## config.mk

```make
export PLATFORM = sky130hd
export DESIGN_NAME = thread_sched_flat
export DESIGN_NICKNAME = d
export VERILOG_FILES = /design/src/rtl/thread_sched_pkg.sv /design/src/rtl/thread_sched_if.sv /design/src/rtl/thread_sched_scan.sv /design/src/rtl/thread_sched.sv /design/src/flat_wrapper.sv
export SDC_FILE = /design/constraint.sdc
export NUM_CORES = 1
export LEC_CHECK = 0
export BUFFER_PORTS_ARGS = -buffer_cell sky130_fd_sc_hd__buf_2
export CAP_MARGIN = 20
export CORE_AREA = 3 3 59 61
export CTS_CLUSTER_DIAMETER = 40
export DETAILED_ROUTE_END_ITERATION = 16
export DIE_AREA = 0 0 62 64
export PLACE_DENSITY = 0.64
export REMOVE_ABC_BUFFERS = 1
export SYNTH_ARGS = -nofsm -noshare
export SYNTH_HDL_FRONTEND = slang
export SYNTH_SLANG_ARGS = --single-unit
```

## constraint.sdc

```tcl
create_clock -name CLK -period 1.9 [get_ports CLK]
set_input_delay 0.19 -clock CLK [delete_from_list [all_inputs] [get_ports CLK]]
set_output_delay 0.19 -clock CLK [all_outputs]
set_load 0.02 [all_outputs]
```

## src/rtl/thread_sched_pkg.sv

```systemverilog
// Shared types for the thread scheduler: thread-state encoding seen on the
// thread-state memory read port.
package thread_sched_pkg;

    localparam int unsigned TS_W = 2;

    typedef enum logic [TS_W-1:0] {
        TS_NONE   = 2'd0,
        TS_WR_RDY = 2'd1,
        TS_RD_RDY = 2'd2,
        TS_BUSY   = 2'd3
    } ts_state_e;

endpackage

```

## src/rtl/thread_sched_if.sv

```systemverilog
// Scheduler <-> fetch / thread-state memory signals. The scheduler is the master.
interface thread_sched_if
    import thread_sched_pkg::*;
#(
    parameter int unsigned N_THREADS = 16
);
    localparam int unsigned TN_W = $clog2(N_THREADS);

    logic            entry_pt_switch;
    logic [TN_W-1:0] ts_rd_num;
    ts_state_e       ts_rd;
    logic            NEXT_THREAD;
    logic            RELOAD;
    logic [TN_W-1:0] thread_num;
    logic [TN_W-1:0] thread_num_ahead;
    logic            thread_init;
    logic            idle;

    modport master (
        input  entry_pt_switch, ts_rd, NEXT_THREAD,
        output ts_rd_num, RELOAD, thread_num, thread_num_ahead, thread_init, idle
    );

    modport slave (
        output entry_pt_switch, ts_rd, NEXT_THREAD,
        input  ts_rd_num, RELOAD, thread_num, thread_num_ahead, thread_init, idle
    );

endinterface

```

## src/rtl/thread_sched_scan.sv

```systemverilog
// Look-ahead scanner: walks the thread-state memory for a WR_RDY thread, holds it
// as the candidate and keeps re-reading it until it is taken or goes stale.
module thread_sched_scan
    import thread_sched_pkg::*;
#(
    parameter int unsigned TN_W = 4
) (
    input  logic            CLK,
    input  logic            RST,
    input  logic            flush,
    input  logic            reload,
    input  logic            pending,
    input  logic [TN_W-1:0] thread_num,
    input  ts_state_e       ts_rd,
    output logic [TN_W-1:0] ts_rd_num,
    output logic [TN_W-1:0] thread_num_ahead,
    output logic            ahead_valid,
    output logic            stale_c
);

    logic [TN_W-1:0] rd_num_d;
    logic            rdy_c;
    logic            cand_c;

    assign rdy_c   = (ts_rd == TS_WR_RDY);
    // Only the read that actually addressed the held candidate may invalidate it
    assign stale_c = ahead_valid & (rd_num_d == thread_num_ahead) & ~rdy_c;
    assign cand_c  = ~ahead_valid & rdy_c & ((rd_num_d != thread_num) | pending);

    always_ff @(posedge CLK or posedge RST) begin
        if (RST) begin
            ts_rd_num        <= '0;
            rd_num_d         <= '0;
            thread_num_ahead <= '0;
            ahead_valid      <= 1'b0;
        end else begin
            rd_num_d <= ts_rd_num;
            if (flush) begin
                ts_rd_num   <= '0;
                ahead_valid <= 1'b0;
            end else if (reload || stale_c) begin
                ts_rd_num   <= thread_num_ahead + TN_W'(1);
                ahead_valid <= 1'b0;
            end else if (cand_c) begin
                thread_num_ahead <= rd_num_d;
                ts_rd_num        <= rd_num_d;
                ahead_valid      <= 1'b1;
            end else if (!ahead_valid) begin
                ts_rd_num <= ts_rd_num + TN_W'(1);
            end
        end
    end

endmodule

```

## src/rtl/thread_sched.sv

```systemverilog
// Thread scheduler ahead of instruction fetch: init sequencing, pending switch
// tracking and zero-delay RELOAD onto the look-ahead candidate.
module thread_sched
    import thread_sched_pkg::*;
#(
    parameter int unsigned N_THREADS = 16
) (
    input  logic          CLK,
    input  logic          RST,
    thread_sched_if.master bus
);

    localparam int unsigned TN_W = $clog2(N_THREADS);

    localparam logic [0:0] ST_INIT = 1'b0;
    localparam logic [0:0] ST_RUN  = 1'b1;

    logic [0:0]      state, state_nxt;
    logic [TN_W-1:0] thread_num, thread_num_nxt;
    logic            pending, pending_nxt;
    logic [TN_W-1:0] ts_rd_num;
    logic [TN_W-1:0] thread_num_ahead;
    logic            ahead_valid;
    logic            stale_c;
    logic            reload_c;
    logic            thread_init;

    assign thread_init = (state == ST_INIT);
    // entry_pt_switch wins over a simultaneous switch request
    assign reload_c = ahead_valid & ~thread_init & ~bus.entry_pt_switch & ~stale_c
                    & (bus.NEXT_THREAD | pending);

    thread_sched_scan #(.TN_W(TN_W)) u_scan (
        .CLK              (CLK),
        .RST              (RST),
        .flush            (thread_init | bus.entry_pt_switch),
        .reload           (reload_c),
        .pending          (pending),
        .thread_num       (thread_num),
        .ts_rd            (bus.ts_rd),
        .ts_rd_num        (ts_rd_num),
        .thread_num_ahead (thread_num_ahead),
        .ahead_valid      (ahead_valid),
        .stale_c          (stale_c)
    );

    always_ff @(posedge CLK or posedge RST) begin
        if (RST) begin
            state      <= ST_INIT;
            thread_num <= '0;
            pending    <= 1'b0;
        end else begin
            state      <= state_nxt;
            thread_num <= thread_num_nxt;
            pending    <= pending_nxt;
        end
    end

    // During init thread_num doubles as the init counter
    always_comb begin
        state_nxt      = state;
        thread_num_nxt = thread_num;
        pending_nxt    = pending;
        if (bus.entry_pt_switch) begin
            state_nxt      = ST_INIT;
            thread_num_nxt = '0;
            pending_nxt    = 1'b0;
        end else begin
            case (state)
                ST_INIT: begin
                    if (thread_num == TN_W'(N_THREADS - 1)) begin
                        state_nxt      = ST_RUN;
                        thread_num_nxt = '0;
                        pending_nxt    = 1'b1;
                    end else begin
                        thread_num_nxt = thread_num + TN_W'(1);
                    end
                end
                ST_RUN: begin
                    if (reload_c) begin
                        thread_num_nxt = thread_num_ahead;
                        pending_nxt    = 1'b0;
                    end else if (bus.NEXT_THREAD) begin
                        pending_nxt = 1'b1;
                    end
                end
                default: state_nxt = ST_INIT;
            endcase
        end
    end

    assign bus.ts_rd_num        = ts_rd_num;
    assign bus.RELOAD           = reload_c;
    assign bus.thread_num       = thread_num;
    assign bus.thread_num_ahead = thread_num_ahead;
    assign bus.thread_init      = thread_init;
    assign bus.idle             = pending & ~ahead_valid & ~thread_init;

endmodule

```

## src/flat_wrapper.sv

```systemverilog
// flat-port wrapper written by rule: the top's interface ports become plain ports
module thread_sched_flat import thread_sched_pkg::*;
#(
    parameter int unsigned N_THREADS = 16
)
  (CLK, RST, bus_entry_pt_switch, bus_ts_rd, bus_NEXT_THREAD, bus_ts_rd_num, bus_RELOAD, bus_thread_num, bus_thread_num_ahead, bus_thread_init, bus_idle);
  thread_sched_if #(.N_THREADS(N_THREADS)) bus_i ();
  input  logic CLK;
  input  logic RST;
  input wire logic [$bits(bus_i.entry_pt_switch)-1:0] bus_entry_pt_switch;
  input wire logic [$bits(bus_i.ts_rd)-1:0] bus_ts_rd;
  input wire logic [$bits(bus_i.NEXT_THREAD)-1:0] bus_NEXT_THREAD;
  output wire logic [$bits(bus_i.ts_rd_num)-1:0] bus_ts_rd_num;
  output wire logic [$bits(bus_i.RELOAD)-1:0] bus_RELOAD;
  output wire logic [$bits(bus_i.thread_num)-1:0] bus_thread_num;
  output wire logic [$bits(bus_i.thread_num_ahead)-1:0] bus_thread_num_ahead;
  output wire logic [$bits(bus_i.thread_init)-1:0] bus_thread_init;
  output wire logic [$bits(bus_i.idle)-1:0] bus_idle;
  assign bus_i.entry_pt_switch = bus_entry_pt_switch;
  assign bus_i.ts_rd = bus_ts_rd;
  assign bus_i.NEXT_THREAD = bus_NEXT_THREAD;
  assign bus_ts_rd_num = bus_i.ts_rd_num;
  assign bus_RELOAD = bus_i.RELOAD;
  assign bus_thread_num = bus_i.thread_num;
  assign bus_thread_num_ahead = bus_i.thread_num_ahead;
  assign bus_thread_init = bus_i.thread_init;
  assign bus_idle = bus_i.idle;
  thread_sched #(.N_THREADS(N_THREADS)) u_core (.CLK(CLK), .RST(RST), .bus(bus_i));
endmodule
```

-- Word level (Yosys, flattened, before mapping)
Index checks and enable logic that the tools add are counted.
- add/subtract/negate cells: 3
- equality and inequality tests: 8
- multiplexer cells: 19
- bitwise gates (word level): 20
- reduce and logical (&&, ||, !) cells: 4
- operators with widths (cell ; count):
    4-bit 2-to-1 mux ; 7
    4-bit by 1-bit adder with 4-bit output (second input constant) ; 3
    1-bit AND ; 10
    1-bit 2-to-1 mux ; 10
    4-bit one-hot mux with 2 select lines ; 1
    1-bit inverter ; 7
    3-bit != test (second input constant) ; 2
    4-bit == test ; 1
    4-bit == test (second input constant) ; 1
    4-bit by 2-bit != test with 1-bit output (second input constant) ; 1
    4-bit != test ; 1
    4-bit != test (second input constant) ; 1
    1-bit bitwise OR ; 3
    3-bit AND reduction ; 1
    3-bit nonzero test ; 1
    2-bit by 1-bit == test with 1-bit output (second input constant) ; 1
    1-bit one-hot mux with 2 select lines ; 1
    2-bit AND reduction ; 1
    1-bit logical OR ; 1
- flip-flop bits (word level): 19
- bits of input ports: 6
- output and inout bits: 15
- word-level logic and storage cells: 61

-- Longest topological paths before layout
- depth after elaboration: 9
- mapped depth: 6
- gate-level depth less buffers: 6

-- Hierarchy
From an unflattened synthesis, not the netlist that was laid out.
- cell total of the unflattened synthesis: 131
- area total of the unflattened synthesis: 1271.2 um2
- modules (own cells, without submodules) (module ; times used ; cells each ; area each (um2) ; seq. area each (um2)):
    thread_sched_scan ; 1 ; 85 ; 878.3 ; 325.3
    thread_sched ; 1 ; 46 ; 392.9 ; 150.1

-- Least setup slack after synthesis
Ideal clock, no wire load.
- path type: register -> register
- start: register u_core.thread_num[3] (netlist: u_core.bus.thread_num[3])
- end: register u_core.u_scan.thread_num_ahead[0]
- library setup time: 0.125 ns
- data arrival time: 1.641 ns
- data required time: 1.775 ns
- setup slack: 0.134 ns
- cell stages (with the launch flop): 6
- buffers on the path: 0
- clock period less this slack: 1.766 ns
- path through: dfrtp_1 > xor2_1 > nor4_4 > a21o_2 > nor2_4 > mux2_4
- longest elaborated chain between the ends: 4
- RTL lines (element ; line ; RTL):
    start: declaration ; thread_sched.sv:19 ; logic [TN_W-1:0] thread_num, thread_num_nxt;
    start signal: assignment ; thread_sched.sv:54 ; thread_num <= thread_num_nxt;
    4-bit != test ; thread_sched_scan.sv:28 ; assign cand_c = ~ahead_valid & rdy_c & ((rd_num_d != thread_num) | pending);
    1-bit bitwise OR ; thread_sched_scan.sv:28 ;
    1-bit AND ; thread_sched_scan.sv:28 ;
    3-bit AND reduction (no source line) ; -- ;
    end signal: assignment ; thread_sched_scan.sv:45 ; thread_num_ahead <= rd_num_d;
    end: declaration ; thread_sched_scan.sv:16 ; output logic [TN_W-1:0] thread_num_ahead,
No other way between the ends.
A chain may end at the register's enable or synchronous reset.

-- Final worst setup path
- start: register u_core.u_scan.ahead_valid
- end: register u_core.u_scan.thread_num_ahead[3]
- longest elaborated chain between the ends: 8
- elaborated cells on any way between the ends: 13
- classes of those cells: bitwise: 11; reduce/logical: 2
- RTL lines (element ; line ; RTL):
    start: declaration ; thread_sched_scan.sv:17 ; output logic ahead_valid,
    start signal: assignment ; thread_sched_scan.sv:35 ; ahead_valid <= 1'b0;
    start signal: assignment ; thread_sched_scan.sv:40 ; ahead_valid <= 1'b0;
    start signal: assignment ; thread_sched_scan.sv:43 ; ahead_valid <= 1'b0;
    1-bit AND (2 in series) ; thread_sched_scan.sv:27 ; assign stale_c = ahead_valid & (rd_num_d == thread_num_ahead) & ~rdy_c;
    1-bit inverter ; thread_sched.sv:30 ; assign reload_c = ahead_valid & ~thread_init & ~bus.entry_pt_switch & ~stale_c
    1-bit AND ; thread_sched.sv:30 ;
    1-bit AND ; thread_sched.sv:31 ; & (bus.NEXT_THREAD | pending);
    1-bit logical OR ; thread_sched_scan.sv:41 ; end else if (reload || stale_c) begin
    1-bit inverter (no source line) ; -- ;
    3-bit AND reduction (no source line) (*) ; -- ;
Mark *: on every way between the ends. The rest lies on a longest branch, timed or not.

==> results.yml <==
clock_tree:
  clock-sinks: 19
  htreeDepth: 1
  postCtsHoldBufs: 0
  clockBufferDepth: 2
  root_buffer: "clkbuf_4"
  clk_latency_ns: 0.31
  cts_buffers: 3
  cts_tree: "built"
  cts.clk_slew.worst_paths_ns: 0.13
drt:
  drc: 0
  avgRoutedWirePerCell_um: 15.0
  via_per_inst: 5.34
  vias: 1046
  drt_iter0_markers: 94
  finalWirelength_um: 2930
  first_pass_iters: 4
  ant_nets: 0
finish:
  final_common_cell: "buf_2"
  layout.cells.most_common_list: "20 x buf_2, 18 x dfrtp_1, 11 x buf_4, 7 x nor2_1"
  fillCellCount: 280
  syn2layout_area_growth_pct: 21.0
  final_nets: 162
  drive_gt1_frac: 0.322
  diodes: 0
  final_core_util: 0.483
timing:
  maxSlewHeadroom: 0.505
  max_clock_freq_mhz: 557
  max_slew.worst_pin.slew_ns: 0.742
  min_period_ns: 1.79
  final.setup.worst_slack_ns: 0.106
  finalSetupViolations: 0
  hold_viol: 19
  holdWs_ns: -0.0139
  fin_crit_sh: 0.944
  drv_slew: 0
  setup_tns_ns: 0
  skew_ns: 0.00883
  rsz0062_at_grt: "no"
placed_design:
  portBuffers: 20
  globalplace.congestion: 0.825
  dp_hpwl_um: 2230
  pre_cts_ws_ns: 0.0717
floorplanning:
  core_um2: 3030
  dieArea_um2: 3970
  die_h_um: 64
  dieWidth_um: 62
  core.rowCount: 20
  io-pin-count: 21
  start_util: 0.400
power_and_ir_drop:
  powerDensity_nw_per_um2: 502
  p_sw_mw: 0.206
  p_int_mw: 0.528
  pwr-share-seq: 0.568
  power_frac_clock: 0.305
  switching_share: 0.281
  leakagePower_nw: 0.725
  peakVddDrop_uv: 206
  power_frac_comb: 0.128
logic_synthesis:
  async_flop_share: 1.00
  syn_area_per_cell_um2: 10.0
  synth_top_cell_area_share: 0.393
  synthFlopType: "dfrtp_1"
  synth_cell_types: 41
  synth_top_cell_by_area: "dfrtp_1"
  yosys-top-cells-area: "dfrtp_1 39%, mux2_4 5.0%, xnor2_1 4.3%"
  synth_edf_count: 0
  synthCells: 121
  ys_seq_area_frac: 0.393
  synth_area_um2: 1210
  synthesis.yosys.warnings: 0
  synth_seq_cells: 19
global_routing:
  grt_pass1_wl_um: 4930
  track_usage: 0.162
  grt_remaining_overflow: 0
  antenna_found_initial: 0
  grt_max_degree: 20
  grt_pass1_vias: 1038
run_status:
  outcome: "complete, but fails checks"
  violations: "negative hold slack"
critical_path:
  cp.required_ns: 2.10
  critical_path_class: "reg -> reg"
  path_max_fanout: 8
  cp.arrival_ns: 1.99
  timing.critical_path.to_type: "flip-flop"
  r2r_cells: 4
  start_kind: "flip-flop"
hold_path:
  min_path_type: "in -> async"
job:
  drv_cap: 0
[synthesized netlist by cell type (all sizes together) (5+ instances only)]
master / number
nand3: 6
xnor2: 6
a211oi: 5
a31oi: 5
xor2: 6
dfrtp: 19
inv: 6
nand2: 6
nor2: 9
a21oi: 5
[cells by family after synthesis]
group,Yosys count,synth area share
and+or+nand+nor,37,0.177
adders and majority gates,3,0.0310
xor gates and xnor gates,12,0.0869
DFF,19,0.393
buffers and inverters,10,0.0414
muxes,8,0.0827
AOI/OAI and AO/OA,32,0.188
[per-layer routing]
metal / track usage / part of all wire / up-vias
met3: 0.0343 / 0.043 / 4
met4: 0.0371 / 0.0085 / 0
met5: 0 / 0 / -
li1: - / - / 499
met1: 0.216 / 0.45 / 511
met2: 0.264 / 0.49 / 32
[state kept, by name, summed over array words and instances, names as in the netlist]
name and flops:
u_core.bus.thread_num 4, u_core.pending 1, u_core.state 1, u_core.u_scan.ahead_valid 1
u_core.u_scan.rd_num_d 4, u_core.u_scan.thread_num_ahead 4, u_core.u_scan.ts_rd_num 4
[layout make-up]
type                       instances  area (um^2)  area share
multi-input combinational         92          697       0.476
sequential                        19          477       0.326
timing repair buffer              31          183       0.125
tap                               44         55.1      0.0376
clock buffer                       3         22.5      0.0154
inverter                           6         22.5      0.0154
clock inverter                     1         7.51     0.00513
[timing repair]
item	4_1_cts	5_1_grt
buffers inserted	1	0
setup endpoints to repair	1	6
gates resized for setup	0	4
pin swaps	1	0
[critical path: stages, from the launching register on]
cell and delay (ns):
dfrtp_1 0.45, or3b_4 0.46, a21o_2 0.25, nor2_4 0.20, mux2_4 0.32
[metrics by stage]
step                      std cells  total power, mW  hold slack [ns]  instance area (um^2)
after floorplan                 117            0.482            0.141                  1180
after global placement          191            0.514            0.351                  1410
after detailed placement        191            0.517            0.369                  1410
after CTS                       196            0.736           0.0321                  1450
after global routing            196            0.768           0.0683                  1460
final                           196            0.735          -0.0139                  1460
[power by group through the flow]
| stage | combinational, mW | sequential (mW) | clock, mW |
|---|---|---|---|
| after floorplan | 0.0482 | 0.434 | 0 |
| after global placement | 0.0899 | 0.424 | 0 |
| after detailed placement | 0.0926 | 0.425 | 0 |
| after CTS | 0.0935 | 0.417 | 0.225 |
| after global routing | 0.105 | 0.418 | 0.245 |
| final | 0.0939 | 0.417 | 0.224 |
[path summary, 6_finish.rpt]
path                       slack (ns)                           endpoint                       start
setup reg to reg                 0.11  u_core.u_scan.thread_num_ahead[3]   u_core.u_scan.ahead_valid
min in group CLK                 0.14           u_core.bus.thread_num[3]         bus_entry_pt_switch
hold / removal                  -0.01         u_core.u_scan.ts_rd_num[3]                         RST
setup / recovery                 0.11  u_core.u_scan.thread_num_ahead[3]   u_core.u_scan.ahead_valid
max in group asynchronous        1.40          u_core.u_scan.rd_num_d[2]                         RST
hold reg to reg                  0.45          u_core.u_scan.rd_num_d[3]  u_core.u_scan.ts_rd_num[3]
Note: power is estimated with default switching activity, not from simulation.
